[src/rtl/pixel_word_packer_if.sv]
`default_nettype none
// ============================================================================
// pixel_word_packer_if : byte-in / word-out handshake bundle of the packer
// Revision: 1.0
// ============================================================================
interface pixel_word_packer_if #(
    parameter int WORD_WIDTH = 128
);
    logic                  in_valid;
    logic [7:0]            in_data;
    logic                  in_ready;
    logic                  flush;
    logic                  out_valid;
    logic                  out_ready;
    logic [WORD_WIDTH-1:0] out_data;
    logic                  out_last;
    logic                  frame_done;
    logic [15:0]           frame_count;

    modport master (
        output in_valid, in_data, flush, out_ready,
        input  in_ready, out_valid, out_data, out_last, frame_done, frame_count
    );

    modport slave (
        input  in_valid, in_data, flush, out_ready,
        output in_ready, out_valid, out_data, out_last, frame_done, frame_count
    );
endinterface
`default_nettype wire

[src/rtl/pixel_word_packer.sv]
`default_nettype none
// ============================================================================
// pixel_word_packer : packs a UART byte stream into pixels, then into DDR words
// Revision: 1.0
// ============================================================================
module pixel_word_packer #(
    parameter int BYTES_PER_PIXEL = 3,
    parameter int PIXELS_PER_WORD = 5,
    parameter int WORD_WIDTH      = 128,
    parameter int FRAME_PIXELS    = 786432
) (
    input  wire logic          clk,
    input  wire logic          reset,
    pixel_word_packer_if.slave bus
);
    localparam int PIX_W  = 8 * BYTES_PER_PIXEL;
    localparam int PACK_W = PIXELS_PER_WORD * PIX_W;
    localparam int BW     = (BYTES_PER_PIXEL > 1) ? $clog2(BYTES_PER_PIXEL) : 1;
    localparam int PW     = (PIXELS_PER_WORD > 1) ? $clog2(PIXELS_PER_WORD) : 1;
    localparam int FW     = (FRAME_PIXELS > 1) ? $clog2(FRAME_PIXELS) : 1;

    generate
        if (PACK_W > WORD_WIDTH) begin : g_width_check
            $error("pixel_word_packer: PIXELS_PER_WORD*BYTES_PER_PIXEL*8 exceeds WORD_WIDTH");
        end
    endgenerate

    typedef enum logic [0:0] {
        S_ACCUM = 1'b0,
        S_FLUSH = 1'b1
    } state_t;

    state_t                state_q, state_d;
    logic [BW-1:0]         byte_idx_q, byte_idx_d;
    logic [PW-1:0]         pix_idx_q, pix_idx_d;
    logic [FW-1:0]         frame_pix_q, frame_pix_d;
    logic [PIX_W-1:0]      pix_q, pix_d;
    logic [PACK_W-1:0]     acc_q, acc_d;
    logic                  out_valid_q, out_valid_d;
    logic [WORD_WIDTH-1:0] out_data_q, out_data_d;
    logic                  out_last_q, out_last_d;
    logic                  frame_done_q, frame_done_d;
    logic [15:0]           frame_count_q, frame_count_d;

    logic              w_pix_done;
    logic              w_frame_end;
    logic              w_completing;
    logic              w_out_free;
    logic              w_in_ready;
    logic              w_accept;
    logic [PIX_W-1:0]  w_pix_next;
    logic [PACK_W-1:0] w_acc_fill;

    always_comb begin
        w_pix_done   = (byte_idx_q == BW'(BYTES_PER_PIXEL - 1));
        w_frame_end  = (frame_pix_q == FW'(FRAME_PIXELS - 1));
        w_completing = w_pix_done && ((pix_idx_q == PW'(PIXELS_PER_WORD - 1)) || w_frame_end);
        w_out_free   = !out_valid_q || bus.out_ready;
        w_in_ready   = (state_q == S_ACCUM) && !(w_completing && !w_out_free);
        w_accept     = bus.in_valid && w_in_ready;
        // First byte of a pixel ends up in the MSBs after BPP shifts.
        w_pix_next   = PIX_W'({pix_q, bus.in_data});
        w_acc_fill   = acc_q;
        w_acc_fill[int'(pix_idx_q) * PIX_W +: PIX_W] = w_pix_next;
    end

    always_comb begin
        state_d       = state_q;
        byte_idx_d    = byte_idx_q;
        pix_idx_d     = pix_idx_q;
        frame_pix_d   = frame_pix_q;
        pix_d         = pix_q;
        acc_d         = acc_q;
        out_valid_d   = out_valid_q;
        out_data_d    = out_data_q;
        out_last_d    = out_last_q;
        frame_done_d  = 1'b0;
        frame_count_d = frame_count_q;

        if (out_valid_q && bus.out_ready) begin
            out_valid_d  = 1'b0;
            frame_done_d = out_last_q;
            if (out_last_q) begin
                frame_count_d = frame_count_q + 16'd1;
            end
        end

        case (state_q)
            S_ACCUM: begin
                if (w_accept) begin
                    pix_d = w_pix_next;
                    if (w_pix_done) begin
                        byte_idx_d  = '0;
                        frame_pix_d = w_frame_end ? '0 : frame_pix_q + 1'b1;
                        if (w_completing) begin
                            out_valid_d = 1'b1;
                            out_data_d  = WORD_WIDTH'(w_acc_fill);
                            out_last_d  = w_frame_end;
                            acc_d       = '0;
                            pix_idx_d   = '0;
                        end else begin
                            acc_d     = w_acc_fill;
                            pix_idx_d = pix_idx_q + 1'b1;
                        end
                    end else begin
                        byte_idx_d = byte_idx_q + 1'b1;
                    end
                end
                // A flush colliding with a word-completing byte is redundant.
                if (bus.flush && !(w_accept && w_completing)) begin
                    byte_idx_d = '0;
                    if (pix_idx_d != '0) begin
                        state_d = S_FLUSH;
                    end
                end
            end
            S_FLUSH: begin
                if (w_out_free) begin
                    out_valid_d = 1'b1;
                    out_data_d  = WORD_WIDTH'(acc_q);
                    out_last_d  = 1'b0;
                    acc_d       = '0;
                    pix_idx_d   = '0;
                    state_d     = S_ACCUM;
                end
            end
            default: state_d = S_ACCUM;
        endcase
    end

    always_ff @(posedge clk) begin
        if (reset) begin
            state_q       <= S_ACCUM;
            byte_idx_q    <= '0;
            pix_idx_q     <= '0;
            frame_pix_q   <= '0;
            pix_q         <= '0;
            acc_q         <= '0;
            out_valid_q   <= 1'b0;
            out_data_q    <= '0;
            out_last_q    <= 1'b0;
            frame_done_q  <= 1'b0;
            frame_count_q <= '0;
        end else begin
            state_q       <= state_d;
            byte_idx_q    <= byte_idx_d;
            pix_idx_q     <= pix_idx_d;
            frame_pix_q   <= frame_pix_d;
            pix_q         <= pix_d;
            acc_q         <= acc_d;
            out_valid_q   <= out_valid_d;
            out_data_q    <= out_data_d;
            out_last_q    <= out_last_d;
            frame_done_q  <= frame_done_d;
            frame_count_q <= frame_count_d;
        end
    end

    assign bus.in_ready    = w_in_ready;
    assign bus.out_valid   = out_valid_q;
    assign bus.out_data    = out_data_q;
    assign bus.out_last    = out_last_q;
    assign bus.frame_done  = frame_done_q;
    assign bus.frame_count = frame_count_q;
endmodule
`default_nettype wire

[src/flat_wrapper.sv]
// flat-port wrapper written by rule: the top's interface ports become plain ports
module pixel_word_packer_flat 
#(
    parameter int BYTES_PER_PIXEL = 3,
    parameter int PIXELS_PER_WORD = 5,
    parameter int WORD_WIDTH      = 128,
    parameter int FRAME_PIXELS    = 786432
)
  (clk, reset, bus_in_valid, bus_in_data, bus_flush, bus_out_ready, bus_in_ready, bus_out_valid, bus_out_data, bus_out_last, bus_frame_done, bus_frame_count);
  pixel_word_packer_if #(.WORD_WIDTH(WORD_WIDTH)) bus_i ();
  input  wire logic clk;
  input  wire logic reset;
  input wire logic [$bits(bus_i.in_valid)-1:0] bus_in_valid;
  input wire logic [$bits(bus_i.in_data)-1:0] bus_in_data;
  input wire logic [$bits(bus_i.flush)-1:0] bus_flush;
  input wire logic [$bits(bus_i.out_ready)-1:0] bus_out_ready;
  output wire logic [$bits(bus_i.in_ready)-1:0] bus_in_ready;
  output wire logic [$bits(bus_i.out_valid)-1:0] bus_out_valid;
  output wire logic [$bits(bus_i.out_data)-1:0] bus_out_data;
  output wire logic [$bits(bus_i.out_last)-1:0] bus_out_last;
  output wire logic [$bits(bus_i.frame_done)-1:0] bus_frame_done;
  output wire logic [$bits(bus_i.frame_count)-1:0] bus_frame_count;
  assign bus_i.in_valid = bus_in_valid;
  assign bus_i.in_data = bus_in_data;
  assign bus_i.flush = bus_flush;
  assign bus_i.out_ready = bus_out_ready;
  assign bus_in_ready = bus_i.in_ready;
  assign bus_out_valid = bus_i.out_valid;
  assign bus_out_data = bus_i.out_data;
  assign bus_out_last = bus_i.out_last;
  assign bus_frame_done = bus_i.frame_done;
  assign bus_frame_count = bus_i.frame_count;
  pixel_word_packer #(.BYTES_PER_PIXEL(BYTES_PER_PIXEL), .PIXELS_PER_WORD(PIXELS_PER_WORD), .WORD_WIDTH(WORD_WIDTH), .FRAME_PIXELS(FRAME_PIXELS)) u_core (.clk(clk), .reset(reset), .bus(bus_i));
endmodule
[config.mk]
export PLATFORM = sky130hd
export DESIGN_NAME = pixel_word_packer_flat
export DESIGN_NICKNAME = d
export VERILOG_FILES = /design/src/rtl/pixel_word_packer_if.sv /design/src/rtl/pixel_word_packer.sv /design/src/flat_wrapper.sv
export SDC_FILE = /design/constraint.sdc
export NUM_CORES = 1
export LEC_CHECK = 0
export CAP_MARGIN = 20
export CELL_PAD_IN_SITES_DETAIL_PLACEMENT = 1
export CELL_PAD_IN_SITES_GLOBAL_PLACEMENT = 1
export CORE_MARGIN = 2
export CORE_UTILIZATION = 43
export CTS_CLUSTER_SIZE = 10
export DETAILED_ROUTE_END_ITERATION = 7
export GPL_ROUTABILITY_DRIVEN = 0
export GPL_TIMING_DRIVEN = 1
export PLACE_DENSITY = 0.84
export SLEW_MARGIN = 20
export SYNTH_ARGS = -nofsm -noshare
export SYNTH_HDL_FRONTEND = slang
export SYNTH_SLANG_ARGS = --single-unit
export TNS_END_PERCENT = 30
[constraint.sdc]
create_clock -name clk -period 4.05 [get_ports clk]
set_input_delay 1.0125 -clock clk [delete_from_list [all_inputs] [get_ports clk]]
set_output_delay 1.0125 -clock clk [all_outputs]
set_load 0.01 [all_outputs]
==> impl_metrics.csv <==
group,metric,value,unit
critical_path,crit_type,"flop to flop",
sta,finalClockSkew,0.0206,ns
route,via_count,13700,
floorplanning,initial_core_util,0.439,
critical_path,cp_data_required_time,4.43,ns
synth,yosysMostFrequentCell,"dfxtp_1",
cts,cts_hold_buf,0,
final_layout,area_delta_synth_final,20.2,%
sta,timing.fmax,261,MHz
sta,drv_slew,0,
floorplanning,pin_count,161,
sta,hold_viol,0,
critical_path,endpoint_kind,"flop",
power_and_ir_drop,ir_worst_vdd,0.293,mV
global_route,grt_pass1_wl,76600,um
synth,synth-main-ff-cell,"dfxtp_1",
route,via_per_inst,6.28,
route,finalWirelength,49000,um
floorplanning,rows,66,
sta,fin_crit_sh,0.947,
synth,yosys.area.top_type_share,0.420,
synth,synth_area,0.0144,sq mm
route,wl_per_cell,22.5,um
synth,yosysSeqAreaShare,0.420,
synth,yosysTopAreaCell,"dfxtp_1",
final_layout,layoutNonFillerInstCount,2178,
route,drt_iter0_drc,1301,
global_route,grt_max_degree,91,
run,cap_violations,0,
synth,synth_common_cells,"dfxtp_1, nand2_1, mux2i_1, nor2_1, a21oi_1",
cts,cts_root_buf,"clkbuf_16",
cts,post_cts_resized,0,
floorplanning,die_w,187,um
placed_design,dp_hpwl,32900,um
final_layout,multi_input_area,0.00771,sq mm
cts,cts_buffers,37,
final_layout,fin_nets,1749,
critical_path,startpoint_type,"flop",
sta,maxSlewHeadroom,0.293,
synth,synth_cell_type_count,77,
global_route,grt_pass1_vias,13600,
cts,cts_sinks,301,
global_route,grt_usage,0.270,
synth,synth_warnings,0,
global_route,antenna_found_initial,1,
cts,cts_buffer_depth,3,
route,drc,0,
synth,async_flop_share,0,
critical_path,arrival,4.22,ns
sta,finalSetupTns,0,ns
final_layout,seqCellArea,0.00603,sq mm
sta,rsz0062_at_grt,"false",
sta,finalCriticalPeriod,3.83,ns
global_route,overflow,0,
cts,cts_setup_buffers,0,
sta,setup_violations,0,
final_layout,fillers,3788,
synth,synth_area_leaders,"dfxtp_1, mux2i_1, nand2_1, a22o_1, a21oi_1",
run_status,outcome,"finished clean",
synth,synth_seq_cells,301,
placed_design,io_buffers,152,
route,postRouteAntennaNets,0,
cts,h-tree-depth,2,
floorplanning,die_area,0.0348,sq mm
min_path,hp-class,"flop to flop",
route,drt-pass1-iter-count,5,
synth,avgSynthCellArea,8.83,sq um
floorplanning,die_h,187,um
floorplanning,core,0.0327,sq mm
critical_path,worstPathMaxFanout,12,
cts,cts.clk_slew.worst_paths,0.06,ns
placed_design,dp.cells,2130,
final_layout,drive_above_1_share,0.0836,
cts,cts_tree,"done",
synth,synth_edf_count,0,
cts,clock_latency,0.53,ns
power_and_ir_drop,leakagePower,5.86,nW
synth,synthCells,1626,
sta,tightest_slew,1.06,ns
power_and_ir_drop,p_per_area,357,mW/mm^2
-- final timing paths --
check,from,to,slack (ns),cells past startpoint
worst max-delay path,u_core.pix_idx_q[1],u_core.bus.out_data[52],0.22,10
worst min-delay path,u_core.bus.out_data[104],u_core.bus.out_data[104],0.46,2
worst max register to register,u_core.pix_idx_q[1],u_core.bus.out_data[52],0.22,10
worst min register to register,u_core.bus.out_data[104],u_core.bus.out_data[104],0.46,2
-- power breakdown --
| group | internal, mW | switching [mW] | leakage (nW) |
|---|---|---|---|
| registers | 2.98 | 0.0325 | 2.43 |
| logic | 0.0831 | 0.180 | 2.95 |
| clock network | 1.65 | 1.24 | 0.488 |
-- cell type report --
class	count	share of cell area
multi-input cells	1176	0.447
flip-flops and latches	301	0.349
repair buffers	202	0.112
clock buffers	41	0.0551
well taps	442	0.0321
clock inverters	6	0.00232
inverters	9	0.00196
diodes	1	0.000145
-- metal layers --
metal / track usage / vias to the layer above / part of all wire
li1: - / 6196 / -
met5: 0 / - / 0
met3: 0.0418 / 149 / 0.065
met4: 0.115 / 0 / 0.041
met1: 0.350 / 6772 / 0.43
met2: 0.446 / 556 / 0.47
-- registers in the layout (all words and copies together), names as in the netlist --
register / cells
u_core.state_q: 1
u_core.bus.out_valid: 1
u_core.bus.frame_done: 1
u_core.pix_q: 16
u_core.pix_idx_q: 3
u_core.bus.out_last: 1
u_core.bus.out_data: 120
u_core.acc_q: 120
u_core.frame_pix_q: 20
u_core.bus.frame_count: 16
u_core.byte_idx_q: 2
-- cell usage in the layout, fill, tap and decap left out, types with 9 or more instances in the layout --
cell             instances
dfxtp_1                300
nand2_1                203
clkdlybuf4s50_1        151
mux2i_1                107
nor2_1                 102
a21oi_1                 97
nand3_1                 80
o22ai_1                 59
a22o_1                  58
buf_4                   48
o211ai_1                43
clkbuf_16               37
o21ai_0                 29
nand4_1                 26
xor2_1                  24
a32o_1                  24
and3_1                  22
a22oi_1                 17
or3_1                   17
a311oi_1                16
nor2b_1                 15
mux2_2                  15
nor3_1                  15
a211oi_1                15
a31oi_1                 12
and2_1                  11
xnor2_1                 11
a21o_1                  11
and4_1                  10
nand2b_1                10
o32ai_1                  9
-- kinds of logic after synthesis --
group	synth area share
and+or+nand+nor	0.189
AOI/OAI and AO/OA	0.228
DFF	0.420
buffers and inverters	0.0465
muxes	0.0864
xor gates and xnor gates	0.0225
adders and majority gates	0.00837
other	0.000261
-- worst max-delay path, cell delays in order, from the launching register on --
cell	delay (ns)
dfxtp_1	0.40
ha_1	0.20
inv_1	0.08
fa_1	0.50
buf_4	0.20
nor3b_4	0.43
xnor2_1	0.32
nand2_1	0.47
nor3_4	0.62
mux2i_1	0.34
o22ai_1	0.11
-- stage by stage --
step / hold WS (ns) / util / setup slack (ns) / total power, mW / cell area [sq um]
after global placement: 0.444 / 0.497 / 0.420 / 3.32 / 16300
final: 0.458 / 0.528 / 0.216 / 6.16 / 17300
after CTS: 0.458 / 0.527 / 0.274 / 6.19 / 17200
after detailed placement: 0.450 / 0.497 / 0.375 / 3.33 / 16300
after floorplan: 0.436 / - / 0.356 / 3.23 / 14400
after global routing: 0.481 / 0.528 / 0.0726 / 6.33 / 17300
No activity file was read; power rests on OpenSTA's default activity.
